<file path="config.mk">
export PLATFORM = sky130hd
export DESIGN_NAME = load_store_unit_flat
export DESIGN_NICKNAME = d
export VERILOG_FILES = /design/src/rtl/load_store_unit_if.sv /design/src/rtl/load_store_unit.sv /design/src/flat_wrapper.sv
export SDC_FILE = /design/constraint.sdc
export NUM_CORES = 1
export LEC_CHECK = 0
export ABC_AREA = 1
export BUFFER_PORTS_ARGS = -buffer_cell sky130_fd_sc_hd__clkbuf_2
export CAP_MARGIN = 10
export CORE_MARGIN = 2
export CORE_UTILIZATION = 41
export DETAILED_ROUTE_END_ITERATION = 8
export PLACE_DENSITY = 0.64
export SKIP_CTS_REPAIR_TIMING = 1
export SLEW_MARGIN = 20
export SYNTH_ARGS = -nofsm -noshare
export SYNTH_HDL_FRONTEND = slang
export SYNTH_SLANG_ARGS = --single-unit
export TNS_END_PERCENT = 30
</file>
<file path="constraint.sdc">
create_clock -name i_clk -period 3.2 [get_ports i_clk]
set_input_delay 0.32 -clock i_clk [delete_from_list [all_inputs] [get_ports i_clk]]
set_output_delay 0.32 -clock i_clk [all_outputs]
set_load 0.01 [all_outputs]
</file>
<file path="src/rtl/load_store_unit_if.sv">
// Request and data-memory signal bundle for the load/store unit.
// The slave modport is the unit's view; the master modport drives it.
interface load_store_unit_if #(
    parameter int DATA_WIDTH = 64
) ();
    logic                  i_req_valid;
    logic                  o_req_ready;
    logic                  i_is_store;
    logic [2:0]            i_funct3;
    logic [DATA_WIDTH-1:0] i_addr;
    logic [DATA_WIDTH-1:0] i_store_data;
    logic                  o_done;
    logic [DATA_WIDTH-1:0] o_load_data;
    logic                  o_misaligned;
    logic                  o_illegal;
    logic                  o_mem_req;
    logic                  o_mem_we;
    logic [DATA_WIDTH-1:0] o_mem_addr;
    logic [DATA_WIDTH-1:0] o_mem_wdata;
    logic [7:0]            o_mem_be;
    logic                  i_mem_ack;
    logic [DATA_WIDTH-1:0] i_mem_rdata;

    modport slave (
        input  i_req_valid, i_is_store, i_funct3, i_addr, i_store_data,
        input  i_mem_ack, i_mem_rdata,
        output o_req_ready, o_done, o_load_data, o_misaligned, o_illegal,
        output o_mem_req, o_mem_we, o_mem_addr, o_mem_wdata, o_mem_be
    );

    modport master (
        output i_req_valid, i_is_store, i_funct3, i_addr, i_store_data,
        output i_mem_ack, i_mem_rdata,
        input  o_req_ready, o_done, o_load_data, o_misaligned, o_illegal,
        input  o_mem_req, o_mem_we, o_mem_addr, o_mem_wdata, o_mem_be
    );
endinterface

</file>
<file path="src/rtl/load_store_unit.sv">
// Memory stage: one aligned load/store per request over a req/ack port,
// with byte-lane alignment, sign/zero extension and fault reporting.
module load_store_unit #(
    parameter int DATA_WIDTH = 64
) (
    input logic                i_clk,
    input logic                i_rst_n,
    load_store_unit_if.slave   bus
);
    typedef enum logic [1:0] {IDLE, MEM, DONE} state_t;

    state_t                r_state;
    logic                  r_req_ready;
    logic                  r_done;
    logic                  r_misaligned;
    logic                  r_illegal;
    logic                  r_mem_req;
    logic                  r_mem_we;
    logic [DATA_WIDTH-1:0] r_mem_addr;
    logic [DATA_WIDTH-1:0] r_mem_wdata;
    logic [7:0]            r_mem_be;
    logic [DATA_WIDTH-1:0] r_load_data;
    logic [2:0]            r_funct3;
    logic [2:0]            r_addr_lo;

    logic                  w_illegal;
    logic                  w_misaligned;
    logic [7:0]            w_size_mask;
    logic [7:0]            w_be;
    logic [DATA_WIDTH-1:0] w_wdata;
    logic [DATA_WIDTH-1:0] w_shifted;
    logic [DATA_WIDTH-1:0] w_extended;
    logic                  w_sext;

    // Request decode works on the live inputs so the fault/MEM decision is made in the accept cycle.
    always_comb begin
        w_illegal = bus.i_is_store ? bus.i_funct3[2] : (bus.i_funct3 == 3'b111);
        case (bus.i_funct3[1:0])
            2'b00:   begin w_size_mask = 8'h01; w_misaligned = 1'b0;                end
            2'b01:   begin w_size_mask = 8'h03; w_misaligned = bus.i_addr[0];        end
            2'b10:   begin w_size_mask = 8'h0F; w_misaligned = |bus.i_addr[1:0];     end
            default: begin w_size_mask = 8'hFF; w_misaligned = |bus.i_addr[2:0];     end
        endcase
        w_be    = w_size_mask << bus.i_addr[2:0];
        w_wdata = bus.i_store_data << {bus.i_addr[2:0], 3'b000};
    end

    // Load extraction uses the captured size/offset since the request inputs are no longer held.
    always_comb begin
        w_shifted = bus.i_mem_rdata >> {r_addr_lo, 3'b000};
        w_sext    = ~r_funct3[2];
        case (r_funct3[1:0])
            2'b00:   w_extended = {{(DATA_WIDTH-8){w_sext & w_shifted[7]}},   w_shifted[7:0]};
            2'b01:   w_extended = {{(DATA_WIDTH-16){w_sext & w_shifted[15]}}, w_shifted[15:0]};
            2'b10:   w_extended = {{(DATA_WIDTH-32){w_sext & w_shifted[31]}}, w_shifted[31:0]};
            default: w_extended = w_shifted;
        endcase
    end

    always_ff @(posedge i_clk) begin
        if (!i_rst_n) begin
            r_state      <= IDLE;
            r_req_ready  <= 1'b0;
            r_done       <= 1'b0;
            r_misaligned <= 1'b0;
            r_illegal    <= 1'b0;
            r_mem_req    <= 1'b0;
            r_mem_we     <= 1'b0;
            r_mem_addr   <= '0;
            r_mem_wdata  <= '0;
            r_mem_be     <= '0;
            r_load_data  <= '0;
            r_funct3     <= '0;
            r_addr_lo    <= '0;
        end else begin
            case (r_state)
                IDLE: begin
                    r_req_ready <= 1'b1;
                    if (bus.i_req_valid && r_req_ready) begin
                        r_req_ready <= 1'b0;
                        r_funct3    <= bus.i_funct3;
                        r_addr_lo   <= bus.i_addr[2:0];
                        if (w_illegal || w_misaligned) begin
                            r_state      <= DONE;
                            r_done       <= 1'b1;
                            r_illegal    <= w_illegal;
                            r_misaligned <= ~w_illegal & w_misaligned;
                        end else begin
                            r_state     <= MEM;
                            r_mem_req   <= 1'b1;
                            r_mem_we    <= bus.i_is_store;
                            r_mem_addr  <= {bus.i_addr[DATA_WIDTH-1:3], 3'b000};
                            r_mem_wdata <= w_wdata;
                            r_mem_be    <= bus.i_is_store ? w_be : 8'h00;
                        end
                    end
                end
                MEM: begin
                    if (bus.i_mem_ack) begin
                        r_state   <= DONE;
                        r_done    <= 1'b1;
                        r_mem_req <= 1'b0;
                        r_mem_we  <= 1'b0;
                        r_mem_be  <= '0;
                        if (!r_mem_we) r_load_data <= w_extended;
                    end
                end
                DONE: begin
                    r_state      <= IDLE;
                    r_done       <= 1'b0;
                    r_illegal    <= 1'b0;
                    r_misaligned <= 1'b0;
                    r_req_ready  <= 1'b1;
                end
                default: r_state <= IDLE;
            endcase
        end
    end

    assign bus.o_req_ready  = r_req_ready;
    assign bus.o_done       = r_done;
    assign bus.o_load_data  = r_load_data;
    assign bus.o_misaligned = r_misaligned;
    assign bus.o_illegal    = r_illegal;
    assign bus.o_mem_req    = r_mem_req;
    assign bus.o_mem_we     = r_mem_we;
    assign bus.o_mem_addr   = r_mem_addr;
    assign bus.o_mem_wdata  = r_mem_wdata;
    assign bus.o_mem_be     = r_mem_be;
endmodule

</file>
<file path="src/flat_wrapper.sv">
// flat-port wrapper written by rule: the top's interface ports become plain ports
module load_store_unit_flat 
#(
    parameter int DATA_WIDTH = 64
)
  (i_clk, i_rst_n, bus_i_req_valid, bus_i_is_store, bus_i_funct3, bus_i_addr, bus_i_store_data, bus_i_mem_ack, bus_i_mem_rdata, bus_o_req_ready, bus_o_done, bus_o_load_data, bus_o_misaligned, bus_o_illegal, bus_o_mem_req, bus_o_mem_we, bus_o_mem_addr, bus_o_mem_wdata, bus_o_mem_be);
  load_store_unit_if #(.DATA_WIDTH(DATA_WIDTH)) bus_i ();
  input logic i_clk;
  input logic i_rst_n;
  input wire logic [$bits(bus_i.i_req_valid)-1:0] bus_i_req_valid;
  input wire logic [$bits(bus_i.i_is_store)-1:0] bus_i_is_store;
  input wire logic [$bits(bus_i.i_funct3)-1:0] bus_i_funct3;
  input wire logic [$bits(bus_i.i_addr)-1:0] bus_i_addr;
  input wire logic [$bits(bus_i.i_store_data)-1:0] bus_i_store_data;
  input wire logic [$bits(bus_i.i_mem_ack)-1:0] bus_i_mem_ack;
  input wire logic [$bits(bus_i.i_mem_rdata)-1:0] bus_i_mem_rdata;
  output wire logic [$bits(bus_i.o_req_ready)-1:0] bus_o_req_ready;
  output wire logic [$bits(bus_i.o_done)-1:0] bus_o_done;
  output wire logic [$bits(bus_i.o_load_data)-1:0] bus_o_load_data;
  output wire logic [$bits(bus_i.o_misaligned)-1:0] bus_o_misaligned;
  output wire logic [$bits(bus_i.o_illegal)-1:0] bus_o_illegal;
  output wire logic [$bits(bus_i.o_mem_req)-1:0] bus_o_mem_req;
  output wire logic [$bits(bus_i.o_mem_we)-1:0] bus_o_mem_we;
  output wire logic [$bits(bus_i.o_mem_addr)-1:0] bus_o_mem_addr;
  output wire logic [$bits(bus_i.o_mem_wdata)-1:0] bus_o_mem_wdata;
  output wire logic [$bits(bus_i.o_mem_be)-1:0] bus_o_mem_be;
  assign bus_i.i_req_valid = bus_i_req_valid;
  assign bus_i.i_is_store = bus_i_is_store;
  assign bus_i.i_funct3 = bus_i_funct3;
  assign bus_i.i_addr = bus_i_addr;
  assign bus_i.i_store_data = bus_i_store_data;
  assign bus_i.i_mem_ack = bus_i_mem_ack;
  assign bus_i.i_mem_rdata = bus_i_mem_rdata;
  assign bus_o_req_ready = bus_i.o_req_ready;
  assign bus_o_done = bus_i.o_done;
  assign bus_o_load_data = bus_i.o_load_data;
  assign bus_o_misaligned = bus_i.o_misaligned;
  assign bus_o_illegal = bus_i.o_illegal;
  assign bus_o_mem_req = bus_i.o_mem_req;
  assign bus_o_mem_we = bus_i.o_mem_we;
  assign bus_o_mem_addr = bus_i.o_mem_addr;
  assign bus_o_mem_wdata = bus_i.o_mem_wdata;
  assign bus_o_mem_be = bus_i.o_mem_be;
  load_store_unit #(.DATA_WIDTH(DATA_WIDTH)) u_core (.i_clk(i_clk), .i_rst_n(i_rst_n), .bus(bus_i));
endmodule
</file>
* Word-level counts from Yosys, hierarchy flattened
Cells that the tools add are included.
** Word-level totals
- Register bits after elaboration :: 211
- Input bits :: 200
- Logic and storage cells :: 84
** Cells by class
- Equal/unequal tests :: 11
- Shifts and indexed selects :: 3
- Muxes and demuxes :: 32
- Bitwise operators :: 8
- Reduce and logical (&&, ||, !) cells :: 17
** Operator list (count)
- case mux 64 bit (3 select lines) :: 1
- left shift 64 x 6 -> 64 bit :: 1
- >> shifter 64 x 6 -> 64 bit :: 1
- 2-to-1 mux 8 bit :: 4
- case mux 8 bit (3 select lines) :: 1
- case mux 8 bit (2 select lines) :: 1
- 2-to-1 mux 1 bit :: 14
- case mux 1 bit (2 select lines) :: 5
- AND reduction 3 bit :: 3
- AND reduction 4 bit :: 2
- left shift 8 x 3 -> 8 bit :: 1
- equality test 2 x 1 -> 1 bit (second input constant) :: 3
- equality test 2 bit (second input constant) :: 3
- zero test 2 bit :: 3
- 2-to-1 mux 2 bit :: 3
- case mux 1 bit (3 select lines) :: 2
- bitwise AND 1 bit :: 4
- inequality test 2 x 1 -> 1 bit (second input constant) :: 2
- inequality test 2 bit (second input constant) :: 2
- inverter 1 bit :: 4
- case mux 2 bit (2 select lines) :: 1
- AND reduction 2 bit :: 2
- nonzero test 2 bit :: 2
- equality test 3 bit (second input constant) :: 1
- other kinds (5) :: 5

* Logic depth before layout (Yosys ltp)
- Word-level depth :: 7
- Mapped depth :: 12
- Mapped depth without buffers :: 10

* Least setup slack after synthesis
OpenSTA, ideal clock, no wires.
- Kind :: input-to-reg
- Start point :: in bus_i_addr[1]
- End point :: reg u_core.r_mem_addr[10] (netlist: u_core.bus.o_mem_addr[10])
- Arrival :: 1485 ps
- Data required time :: 3084 ps
- Slack :: 1600 ps
- Cell stages on the path :: 11
- Path buffers :: 3
- Cell sequence :: buf_2 -> nor2_4 -> nand2_1 -> nand2_1 -> nand3_2 -> nor2_4 -> inv_2 -> buf_6 -> buf_2 -> nor2_1 -> nor2_1
** On the way
- Cells in the longest elaborated chain, start to end :: 5
** RTL lines
- start: declaration :: RTL line flat_wrapper.sv:13 : input wire logic [$bits(bus_i.i_addr)-1:0] bus_i_addr;
- OR reduction 3 bit / OR reduction 2 bit (equally long branches) :: RTL line load_store_unit.sv:42, load_store_unit.sv:41
- case mux 1 bit (3 select lines) (*) :: RTL line load_store_unit.sv:38 : case (bus.i_funct3[1:0])
- logical OR 1 bit (*) :: RTL line load_store_unit.sv:83 : if (w_illegal || w_misaligned) begin
- inverter 1 bit (no source line) (*)
- AND reduction 3 bit (no source line) (*)
- end signal: assignment :: RTL line load_store_unit.sv:92 : r_mem_addr <= {bus.i_addr[DATA_WIDTH-1:3], 3'b000};
- end: declaration :: RTL line load_store_unit.sv:19 : logic [DATA_WIDTH-1:0] r_mem_addr;
Mark *: on every way between the ends. The rest lies on a longest branch, timed or not.
A chain may end at the register's enable or synchronous reset.

* Worst setup path after layout
- Start point :: reg u_core.r_addr_lo[0]
- End point :: reg u_core.r_load_data[31] (netlist: u_core.bus.o_load_data[31])
** On the way
- Cells in the longest elaborated chain, start to end :: 3
** RTL lines
- start: declaration :: RTL line load_store_unit.sv:24 : logic [2:0] r_addr_lo;
- start signal: assignment :: RTL line load_store_unit.sv:82 : r_addr_lo <= bus.i_addr[2:0];
- >> shifter 64 x 6 -> 64 bit (*) :: RTL line load_store_unit.sv:50 : w_shifted = bus.i_mem_rdata >> {r_addr_lo, 3'b000};
- bitwise AND 1 bit (on tied branches) :: RTL line load_store_unit.sv:54, load_store_unit.sv:53
- case mux 64 bit (3 select lines) (*) :: RTL line load_store_unit.sv:52 : case (r_funct3[1:0])
- end signal: assignment :: RTL line load_store_unit.sv:105 : if (!r_mem_we) r_load_data <= w_extended;
- end: declaration :: RTL line load_store_unit.sv:22 : logic [DATA_WIDTH-1:0] r_load_data;
Marks and branches as above.

==> impl_metrics.yaml <==
yosys:
  synth_compound_area_share_pct: 15.2
  syn_area_per_cell_um2: 6.14
  yosysSeqAreaShare_pct: 36.3
  synthAdderAreaFrac_pct: 0
  ys_warn_count: 0
  synth_enable_flop_cells: 0
  yosys.area_share.simple_pct: 38.2
  yosysTopAreaCell: "dfxtp_1"
  synth_top_family_by_area: "simple AND/OR/NAND/NOR gates"
  synthMuxAreaShare_pct: 0.258
  synthArstFlopShare_pct: 0
  synth_area_um2: 11600
  yosysMostFrequentCell: "nand2_1"
  synth_xor_area_share_pct: 0
  synthTopCellsByCount: "nand2_1, nor2_1, o21ai_0"
  synth.distinct_cells: 29
  synth_top_flop_cell: "dfxtp_1"
  ys_top_cells_by_area: "dfxtp_1, nand2_1, nor2_1, o21ai_0, nand3_1"
  synthCells: 1895
  synth_top_cell_area_share_pct: 36.3
  ys_ff_latch: 211
sta:
  tightest_slew_ns: 0.742
  max_freq_mhz: 439
  setup_viol: 0
  clock-skew-final_ns: 0.00766
  rsz0062_at_grt: "false"
  final_min_period_over_clock_period_pct: 71.1
  final.min_clock_period_ns: 2.28
  drv_slew: 0
  hold_viol_final: 0
  relSlewSlack_pct: 50.5
  setup_ws_ns: 0.924
  tns_ns: 0
  hold_ws_ns: 0.00306
clock_tree:
  cts_tree: "built"
  root_buffer: "clkbuf_16"
  clockBufferDepth: 3
  htree_levels: 1
  cts.clk_slew.worst_paths_ns: 0.06
  clk_latency_ns: 0.54
  cts_buffers: 25
  clkSinkCount: 211
setup_path:
  worst_path_largest_cell_delay_ns: 0.38
  crit_path_end_kind: "flop"
  startpoint_type: "flop"
  crit_type: "flop to flop"
  worstPathRequired_ns: 3.60
  crit_fanout: 55
  cp.arrival_ns: 2.67
  crit_path_cell_trace: "buf_4 > nand2_1 > nand3_1 > nand2_1 > nand2_1 > nand3_1 > buf_4 > nand2_1 > inv_1 > a21oi_1"
  cpMaxStageDelayCell: "inv_1"
  cpMostUsedCell: "nand2_1"
power:
  switching_share_pct: 29.8
  power_frac_comb_pct: 18.1
  power_leakage_nw: 7.60
  power.clock.fraction_pct: 43.1
  totalPowerFinal_mw: 7.20
  p_per_area_nw_per_um2: 493
  switchingPower_mw: 2.14
  p_int_mw: 5.05
  ir_drop_mv: 0.380
  p_seq_share_pct: 38.7
floorplan:
  die_area_um2: 29700
  initial_core_util_pct: 41.7
  rows: 61
  design.core.area_um2: 27900
  io_pins: 406
  chipHeight_um: 172
  chipWidth_um: 172
drt:
  drt_first_iter_violations: 1195
  viasPerCell: 5.25
  drt-total-wl_um: 45400
  num_vias: 13676
  first_pass_iters: 9
  wl_per_cell_um: 17.4
  route.detailed.drc: 5
  ant_nets: 0
cells_and_area:
  final_cells: 2604
  drive_gt1_share_pct: 22.8
  fill_cells: 2968
  nets: 2407
  seq_area_um2: 4220
  multiInputGateArea_um2: 6250
  area_growth_pct: 25.6
global_route:
  grt_pass1_wl_um: 67900
  grt-ovfl-total: 0
  top_usage_layer: "met2"
  met3_usage_pct: 6.64
  grt_pass1_vias: 12552
  antenna_found_initial: 5
  grt_use_met1_pct: 35.2
  grt_max_degree: 149
  track_usage_pct: 29.1
  grt_util_met2_pct: 50.3
place:
  routabilityCongestion: 0.968
  preCtsSetupSlack_ns: 0.927
  hpwlAfterDp_um: 33000
  place_inst: 2552
  io_buffer_count: 402
run_status:
  status: "finished, violations left"
  violations: "design-rule violations"
worst_hold_path:
  hp-class: "input pin to flop"
run:
  maxCapViolations: 0
power groups by stage:
stage                     Clock (mW)  Combinational (mW)  Sequential (mW)
after floorplan                    0               0.750             2.87
after global placement             0                1.27             2.84
after detailed placement           0                1.28             2.84
after CTS                       3.17                1.28             2.79
after global routing            3.27                1.43             2.80
final                           3.10                1.30             2.79
registers in the layout, summed over array words and instances, names as in the netlist, 2 cells and up:
register	flops
u_core.r_state	2
u_core.bus.o_mem_addr	61
u_core.bus.o_mem_be	8
u_core.bus.o_mem_wdata	64
u_core.r_funct3	3
u_core.r_addr_lo	3
u_core.bus.o_load_data	64
cells in the final DEF (no fill, tap or decap), types with 2 or more instances in the layout:
cell | netlist | routed
nor3_1 | 2 | 2
dfxtp_1 | 211 | 211
or2_2 | 24 | 24
clkinv_2 | 0 | 5
clkbuf_16 | 0 | 25
nand3_1 | 202 | 202
a21oi_1 | 92 | 92
conb_1 | 1 | 3
nor2_1 | 341 | 341
o21ai_0 | 233 | 233
nand2_1 | 460 | 460
mux2i_1 | 3 | 3
clkbuf_2 | 0 | 401
bufinv_16 | 0 | 4
buf_4 | 15 | 22
dlygate4sd3_1 | 0 | 6
clkinv_1 | 3 | 2
buf_12 | 0 | 4
nand4_1 | 34 | 34
inv_2 | 5 | 6
nor2_4 | 3 | 3
inv_1 | 110 | 109
clkinvlp_4 | 0 | 3
o211ai_1 | 13 | 13
clkbuf_8 | 0 | 6
clkbuf_1 | 69 | 2
layer usage:
layer  wire length (um)  vias to the layer above
met5                 26                        -
met4               1710                        4
met3               4230                      104
met2              22000                      635
met1              17500                     6201
li1                   -                     6732
worst max-delay path, delay by kind of cell (launching register included):
kind	cells	cell delay [ns]
AOI/OAI and AO/OA	1	0.13
and+or+nand+nor	6	0.67
DFF	1	0.31
buffers and inverters	3	1.00
final timing paths:
check	from	slack [ns]	cells past startpoint	endpoint
worst max-delay path	u_core.r_addr_lo[0]	0.92	10	u_core.bus.o_load_data[31]
worst min register to register	u_core.bus.o_misaligned	0.45	2	u_core.bus.o_misaligned
worst min-delay path	bus_i_addr[22]	0.003	3	u_core.bus.o_mem_addr[22]
worst max register to register	u_core.r_addr_lo[0]	0.92	10	u_core.bus.o_load_data[31]
logic make-up (layout without fill, tap and decap cells):
kind of cell	count (synthesis)	in the layout
AO/OA/AOI/OAI	344	344
buffers and inverters	268	596
flip-flops	211	211
multiplexers	3	3
other	1	4
AND/OR/NAND/NOR	1068	1068
final cells by class:
type                       instances  share of cell area (%)
multi-input combinational       1418                    42.8
sequential                       211                    28.9
timing repair buffer             433                    15.8
clock buffer                      33                    4.90
tap                              378                    3.24
inverter                         118                    3.04
clock inverter                    12                    1.25
antenna                            1                  0.0171
stage by stage:
stage               cell area, um^2  utilization (%)
CTS                           14500             52.2
global placement              13600             49.0
floorplan                     11600                -
detailed placement            13600             49.0
finish                        14600             52.4
global route                  14600             52.4
(Power assumes the default switching activity.)
